<file path="config.mk">
export PLATFORM = sky130hd
export DESIGN_NAME = axi_rd_arbiter
export DESIGN_NICKNAME = d
export VERILOG_FILES = /design/src/rtl/axi_rd_arbiter_pkg.sv /design/src/rtl/axi_rd_arbiter_rr_picker2.sv /design/src/rtl/axi_rd_arbiter.sv
export SDC_FILE = /design/constraint.sdc
export NUM_CORES = 1
export LEC_CHECK = 0
export BUFFER_PORTS_ARGS = -buffer_cell sky130_fd_sc_hd__buf_4
export CORE_MARGIN = 3
export CORE_UTILIZATION = 41
export DETAILED_ROUTE_END_ITERATION = 10
export PLACE_DENSITY = 0.87
export SKIP_CTS_REPAIR_TIMING = 1
export SLEW_MARGIN = 20
export SYNTH_ARGS = -nofsm -noshare
export SYNTH_HDL_FRONTEND = slang
export SYNTH_HIERARCHICAL = 1
export SYNTH_SLANG_ARGS = --single-unit
</file>
<file path="constraint.sdc">
create_clock -name clk -period 3.6 [get_ports clk]
set_input_delay 1.08 -clock clk [delete_from_list [all_inputs] [get_ports clk]]
set_output_delay 1.08 -clock clk [all_outputs]
set_load 0.1 [all_outputs]
</file>
<file path="src/rtl/axi_rd_arbiter_pkg.sv">
// ---------------------------------------------------------------------------
// arb_pkg
// Shared types and constants for the two-master AXI-lite read arbiter.
//   arb_state_e : FSM state (IDLE / ADDR / DATA)
//   RESP_*      : single-bit read response encoding
//   M_IFU/M_LSU : master indices (also the encoding of grant and rr_ptr)
// ---------------------------------------------------------------------------
package arb_pkg;

  typedef enum logic [1:0] {
    IDLE = 2'd0,
    ADDR = 2'd1,
    DATA = 2'd2
  } arb_state_e;

  localparam logic RESP_OKAY = 1'b0;
  localparam logic RESP_ERR  = 1'b1;

  localparam logic M_IFU = 1'b0;
  localparam logic M_LSU = 1'b1;

endpackage

</file>
<file path="src/rtl/axi_rd_arbiter_rr_picker2.sv">
// ---------------------------------------------------------------------------
// rr_picker2
// Combinational two-way picker.
//   req    : request vector, bit i = master i
//   rr_ptr : index of the master favoured on a tie (round-robin mode)
//   fixed  : 1 = master 0 always wins a tie, rr_ptr ignored
//   gnt    : one-hot winner (all zero when nobody requests)
// ---------------------------------------------------------------------------
module rr_picker2
  import arb_pkg::*;
(
  input  logic [1:0] req,
  input  logic       rr_ptr,
  input  logic       fixed,
  output logic [1:0] gnt
);

  logic favoured;

  assign favoured = fixed ? M_IFU : rr_ptr;

  // A master wins if it is alone, or if both request and it is favoured.
  genvar gi;
  generate
    for (gi = 0; gi < 2; gi++) begin : g_pick
      assign gnt[gi] = req[gi] && (!req[1-gi] || (favoured == 1'(gi)));
    end
  endgenerate

endmodule

</file>
<file path="src/rtl/axi_rd_arbiter.sv">
// ---------------------------------------------------------------------------
// axi_rd_arbiter
// Two-master (m0 = IFU, m1 = LSU) to one-slave AXI-lite read arbiter, one
// outstanding read at a time.
//   clk, rst               : clock, synchronous active-high reset
//   m{0,1}_ar*             : master read-address channels (arready pulsed
//                            in IDLE for the winner)
//   m{0,1}_r*              : master read-data channels (routed from slave
//                            only to the granted master)
//   s_ar*                  : slave read-address channel (address registered)
//   s_r*                   : slave read-data channel
// FIXED_PRIO = 0 gives round-robin on ties, 1 makes master 0 always win.
// ---------------------------------------------------------------------------
module axi_rd_arbiter
  import arb_pkg::*;
#(
  parameter int ADDR_W     = 32,
  parameter int DATA_W     = 32,
  parameter int FIXED_PRIO = 0
) (
  input  logic              clk,
  input  logic              rst,
  input  logic [ADDR_W-1:0] m0_araddr,
  input  logic              m0_arvalid,
  output logic              m0_arready,
  output logic [DATA_W-1:0] m0_rdata,
  output logic              m0_rresp,
  output logic              m0_rvalid,
  input  logic              m0_rready,
  input  logic [ADDR_W-1:0] m1_araddr,
  input  logic              m1_arvalid,
  output logic              m1_arready,
  output logic [DATA_W-1:0] m1_rdata,
  output logic              m1_rresp,
  output logic              m1_rvalid,
  input  logic              m1_rready,
  output logic [ADDR_W-1:0] s_araddr,
  output logic              s_arvalid,
  input  logic              s_arready,
  input  logic [DATA_W-1:0] s_rdata,
  input  logic              s_rresp,
  input  logic              s_rvalid,
  output logic              s_rready
);

  arb_state_e        state_reg;
  logic              grant_reg;
  logic              rr_ptr_reg;
  logic [ADDR_W-1:0] s_araddr_reg;
  logic              s_arvalid_reg;

  logic [1:0]        req;
  logic [1:0]        pick_gnt;
  logic              pick_idx;
  logic [ADDR_W-1:0] pick_addr;
  logic              idle_phase;
  logic              data_phase;

  logic [1:0]        arready_vec;
  logic [1:0]        rready_vec;
  logic [1:0]        rvalid_vec;
  logic [1:0]        rresp_vec;
  logic [DATA_W-1:0] rdata_arr [2];

  assign req        = {m1_arvalid, m0_arvalid};
  assign rready_vec = {m1_rready, m0_rready};

  rr_picker2 u_picker (
    .req    (req),
    .rr_ptr (rr_ptr_reg),
    .fixed  (FIXED_PRIO != 0),
    .gnt    (pick_gnt)
  );

  assign pick_idx  = pick_gnt[1] ? M_LSU : M_IFU;
  assign pick_addr = pick_gnt[1] ? m1_araddr : m0_araddr;

  // Handshake outputs are masked while rst is high so nothing completes in
  // the cycle that is being discarded.
  assign idle_phase = (state_reg == IDLE) && !rst;
  assign data_phase = (state_reg == DATA) && !rst;

  always_ff @(posedge clk) begin
    if (rst) begin
      state_reg     <= IDLE;
      grant_reg     <= M_IFU;
      rr_ptr_reg    <= M_IFU;
      s_araddr_reg  <= '0;
      s_arvalid_reg <= 1'b0;
    end else begin
      case (state_reg)
        IDLE: begin
          if (|req) begin
            grant_reg     <= pick_idx;
            s_araddr_reg  <= pick_addr;
            s_arvalid_reg <= 1'b1;
            state_reg     <= ADDR;
          end
        end
        ADDR: begin
          if (s_arready) begin
            s_arvalid_reg <= 1'b0;
            state_reg     <= DATA;
          end
        end
        DATA: begin
          // grant is deliberately held; only the tie-break pointer moves.
          if (s_rvalid && s_rready) begin
            rr_ptr_reg <= ~grant_reg;
            state_reg  <= IDLE;
          end
        end
        default: begin
          state_reg     <= IDLE;
          s_arvalid_reg <= 1'b0;
        end
      endcase
    end
  end

  genvar gi;
  generate
    for (gi = 0; gi < 2; gi++) begin : g_route
      logic sel;
      assign sel             = data_phase && (grant_reg == 1'(gi));
      assign arready_vec[gi] = idle_phase && pick_gnt[gi];
      assign rvalid_vec[gi]  = sel && s_rvalid;
      assign rresp_vec[gi]   = sel ? s_rresp : RESP_OKAY;
      assign rdata_arr[gi]   = sel ? s_rdata : '0;
    end
  endgenerate

  assign m0_arready = arready_vec[0];
  assign m1_arready = arready_vec[1];
  assign m0_rvalid  = rvalid_vec[0];
  assign m1_rvalid  = rvalid_vec[1];
  assign m0_rresp   = rresp_vec[0];
  assign m1_rresp   = rresp_vec[1];
  assign m0_rdata   = rdata_arr[0];
  assign m1_rdata   = rdata_arr[1];

  assign s_araddr  = s_araddr_reg;
  assign s_arvalid = s_arvalid_reg;
  assign s_rready  = data_phase && rready_vec[grant_reg];

endmodule

</file>
Yosys cells after proc, flatten, opt, wreduce, memory -nomap -nowiden
Cells that the tools add are included.
- register bits: 37
- bits of input ports: 105
- output and inout port bits: 104
- logic and storage cells: 52
- $lt $le $gt $ge: 1
- equality and inequality tests: 5
- muxes and demuxes: 15
- bitwise logic cells: 3
- reductions and logical operators: 23
- operators by type and width (kind ; count):
    32-bit 2-to-1 mux ; 3
    1-bit logical AND ; 12
    1-bit 2-to-1 mux ; 7
    2-bit 2-to-1 mux ; 3
    2-bit one-hot mux with 3 select lines ; 1
    3-bit AND reduction ; 2
    2-bit by 1-bit != test with 1-bit output (second input constant) ; 2
    2-bit AND reduction ; 2
    1-bit logical NOT ; 3
    1-bit inverter ; 3
    1-bit one-hot mux with 3 select lines ; 1
    2-bit by 1-bit == test with 1-bit output (second input constant) ; 1
    2-bit == test (second input constant) ; 1
    2-bit logical NOT ; 1
    1-bit logical OR ; 2
    1-bit by 2-bit less-than comparator with 1-bit output (second input constant) ; 1
    2-bit != test (second input constant) ; 1
    2-bit OR reduction ; 1

Logic depth before layout (Yosys ltp)
- depth in word-level cells: 6
- depth in mapped cells: 6

Hierarchy
Netlist, hierarchy kept.
- modules (own cells, without submodules) (module ; times used ; cells an instance ; area an instance (sq um)):
    axi_rd_arbiter ; 1 ; 256 ; 2270.9
    rr_picker2 ; 1 ; 4 ; 30.0

Worst setup path before layout
Ideal clock, no wire load.
- kind: in2out
- from: input rst
- to: output s_rready
- arrival time: 2.772 ns
- setup slack: -0.252 ns
- stages on the path: 2
- cell sequence: or3b_4 -> nor2_1
- longest elaborated chain between the ends: 3
- RTL lines (item ; RTL line ; RTL):
    from (decl) ; axi_rd_arbiter.sv:22 ; input logic rst,
    1-bit logical NOT ; axi_rd_arbiter.sv:81 ; assign data_phase = (state_reg == DATA) && !rst;
    1-bit logical AND ; axi_rd_arbiter.sv:81 ;
    1-bit logical AND ; axi_rd_arbiter.sv:144 ; assign s_rready = data_phase && rready_vec[grant_reg];
    to (decl) ; axi_rd_arbiter.sv:43 ; output logic s_rready
Every way passes these cells.

Worst setup path in the final report
- from: input rst
- to: output m0_rdata[15]
- longest elaborated chain between the ends: 4
- RTL lines (item ; RTL line ; RTL):
    1-bit logical NOT ; axi_rd_arbiter.sv:81 ;
    1-bit logical AND ; axi_rd_arbiter.sv:81 ;
    1-bit logical AND ; axi_rd_arbiter.sv:125 ; assign sel = data_phase && (grant_reg == 1'(gi));
    32-bit 2-to-1 mux ; axi_rd_arbiter.sv:129 ; assign rdata_arr[gi] = sel ? s_rdata : '0;
    to (decl) ; axi_rd_arbiter.sv:26 ; output logic [DATA_W-1:0] m0_rdata,
Every way passes these cells.

==> flow_metrics.py <==
metrics = {
    "timing": {
        "finalCritPeriodShare_pct": 97.3,
        "clock_skew_ns": 0.00817,
        "max_freq_mhz": 286,
        "hold_viol": 0,
        "tns_ns": 0,
        "rsz0062_at_grt": "no",
        "layout_min_cycle_time_ns": 3.50,
        "relSlewSlack_pct": 31.3,
        "finalSetupViolations": 0,
        "worstMarginPinSlew_ns": 1.03,
        "drv_slew": 0,
        "finalWorstSetupSlack_ns": 0.0989,
    },
    "logic_synthesis": {
        "ys_seq_area_share_pct": 32.2,
        "syn_inst": 260,
        "synth_top_family_by_area": "simple AND/OR/NAND/NOR gates",
        "synth_compound_area_share_pct": 22.1,
        "synth_top_area_share_pct": 32.2,
        "yosysTopAreaCell": "dfxtp_1",
        "ys_warn_count": 6,
        "synth_cell_type_count": 30,
        "synthesis.area_sq_um": 2300,
        "synth_xor_area_share_pct": 0,
        "syn-num-nets": 365,
        "synth_area_leaders": "dfxtp_1 32%, and2_1 19%, mux2i_1 14%",
        "synthAdderAreaFrac_pct": 0,
        "synth-seq-cells": 37,
        "synthMuxAreaShare_pct": 14.8,
        "yosys.area_share.simple_pct": 23.8,
        "avgSynthCellArea_sq_um": 8.85,
    },
    "outcome": {
        "outcome": "finished, final reports clean",
    },
    "clock_tree": {
        "clk_latency_ns": 0.28,
        "cts_tree": "built",
        "cts.sinks": 37,
        "cts-htree-levels": 2,
        "root_buffer": "clkbuf_8",
        "cts_made_buffers": 5,
        "max-clock-path-buffers": 2,
        "cts.clk_slew.worst_paths_ns": 0.07,
    },
    "global_route": {
        "grt_usage_pct": 23.7,
        "gr-total-overflow": 0,
        "antenna_found_initial": 0,
        "grt_start_max_net_pins": 68,
        "grt_pass1_wl_microns": 12100,
        "grt_pass1_vias": 2414,
    },
    "pwr": {
        "p_total_mw": 1.55,
        "pwr-share-seq_pct": 31.5,
        "p_leak_nw": 1.94,
        "p_int_uw": 844,
        "p_comb_share_pct": 48.0,
        "vdd_drop_max_mv": 0.251,
        "swShare_pct": 45.5,
        "power_per_cell_area_nw_per_um2": 391,
        "clockPowerShare_pct": 20.6,
        "p_sw_uw": 706,
    },
    "detailed_routing": {
        "vias": 2612,
        "drt_iter0_drc": 88,
        "wl_per_cell_microns": 15.9,
        "viasPerCell": 4.99,
        "drc": 0,
        "finalWirelength_microns": 8290,
        "drtAntennaViolNets": 0,
        "dr.pass1.iters": 4,
    },
    "final_layout": {
        "n_antenna_cell": 0,
        "mostFrequentLayoutCell": "buf_4",
        "num-nets-final": 557,
        "syn_to_final_growth_pct": 72.2,
        "largest_reg_flops": 32,
        "drive_above_1_share_pct": 50.8,
        "layout_common_cells": "212 x buf_4, 70 x and2_1, 37 x dfxtp_1, 34 x a21oi_1, 33 x mux2i_1",
        "instances_no_fill": 523,
    },
    "floorplan": {
        "start_util_pct": 43.7,
        "die_height_microns": 80.9,
        "num_rows": 26,
        "core_sq_um": 5270,
        "die_x_microns": 80.9,
        "io_pins": 209,
        "die-area_sq_um": 6550,
    },
    "placement": {
        "placedCellCount": 515,
        "dp_hpwl_microns": 6650,
        "port-buffer-count": 208,
        "place.gp.congestion": 0.806,
        "place_ws_ns": 0.0944,
    },
    "worst_setup_path": {
        "crit_path_top_delay_cell": "or3b_4",
        "worstSetupEndpointType": "output port",
        "path_cells": "buf_4, or3b_4, nor2_8, and2_1, buf_4",
        "cp_num_buf_inv": 2,
        "cp_top_family": "simple AND/OR/NAND/NOR gates",
        "critical_path.max_stage_delay_ns": 0.42,
        "cp_max_fo": 34,
        "cpMostUsedCell": "buf_4",
        "arrival_ns": 2.42,
        "ff2ff_setup_slack_ns": 1.79,
        "worstSetupStartpointType": "primary input",
        "criticalPathCategory": "in -> out",
        "cp.required_ns": 2.52,
    },
    "hold_path": {
        "hold_path_class": "reg -> reg",
    },
    "job": {
        "maxCapViolations": 0,
    },
}
layer usage:
layer	up-vias	track usage [%]	wire length [microns]
met5	-	0	0
li1	1324	-	-
met3	12	7.98	841
met4	0	8.28	203
met2	124	43.5	4300
met1	1152	25.0	2940
through the flow:
stage	hold slack (ns)	cell area (sq um)	utilization (%)
after floorplan	0.514	2300	-
after global placement	0.456	3860	73.2
after detailed placement	0.490	3860	73.2
after CTS	0.501	3960	75.2
after global routing	0.550	3960	75.2
final	0.493	3960	75.2
tightest hold or removal path: stages, from the launching register on:
cell and delay, ns:
dfxtp_1 0.32, inv_1 0.05, o41ai_1 0.07
power groups by stage:
stage	clock network, mW	registers, mW	logic, mW
after floorplan	0	0.817	0.219
after global placement	0	0.494	0.738
after detailed placement	0	0.496	0.747
after CTS	0.330	0.488	0.747
after global routing	0.347	0.494	0.777
final	0.319	0.488	0.743
final timing paths:
kind / from / to / depth (start not counted)
worst max register to register: state_reg[1]$_SDFFE_PP0P_ / s_araddr[12]$_SDFFE_PP0P_ / 4
worst max-delay path: rst / m0_rdata[15] / 5
worst min register to register: s_arvalid$_SDFFE_PP0P_ / s_arvalid$_SDFFE_PP0P_ / 2
worst min-delay path: s_arvalid$_SDFFE_PP0P_ / s_arvalid$_SDFFE_PP0P_ / 2
synth_stat cells:
master,n
and2_1,70
dfxtp_1,37
a21oi_1,34
mux2i_1,33
a311oi_1,32
clkbuf_1,12
buf_2,10
buf_6,3
inv_1,3
nor2_1,3
buf_4,2
nor2b_1,2
nor3_1,2
a2111oi_0,1
a21bo_2,1
and3_1,1
and4bb_2,1
buf_1,1
conb_1,1
mux2_1,1
nand2b_1,1
nand3_1,1
nor2_8,1
nor2b_4,1
o21a_1,1
o21ai_0,1
o21ba_2,1
o32ai_1,1
o41ai_1,1
or3b_4,1
final cells by class:
type	instances	area [sq um]
Multi-Input combinational cell	192	1410
Inverter	3	11.3
Clock inverter	1	8.76
Tap cell	70	87.6
Timing Repair Buffer	213	1610
Sequential cell	37	741
Fill cell	415	1310
Clock buffer	7	96.3
cells by family after synthesis:
logic type / count (synthesis)
AO/OA/AOI/OAI: 73
buffers and inverters: 31
flip-flops: 37
multiplexers: 34
other: 1
AND/OR/NAND/NOR: 84
No activity file was read; power rests on OpenSTA's default activity.
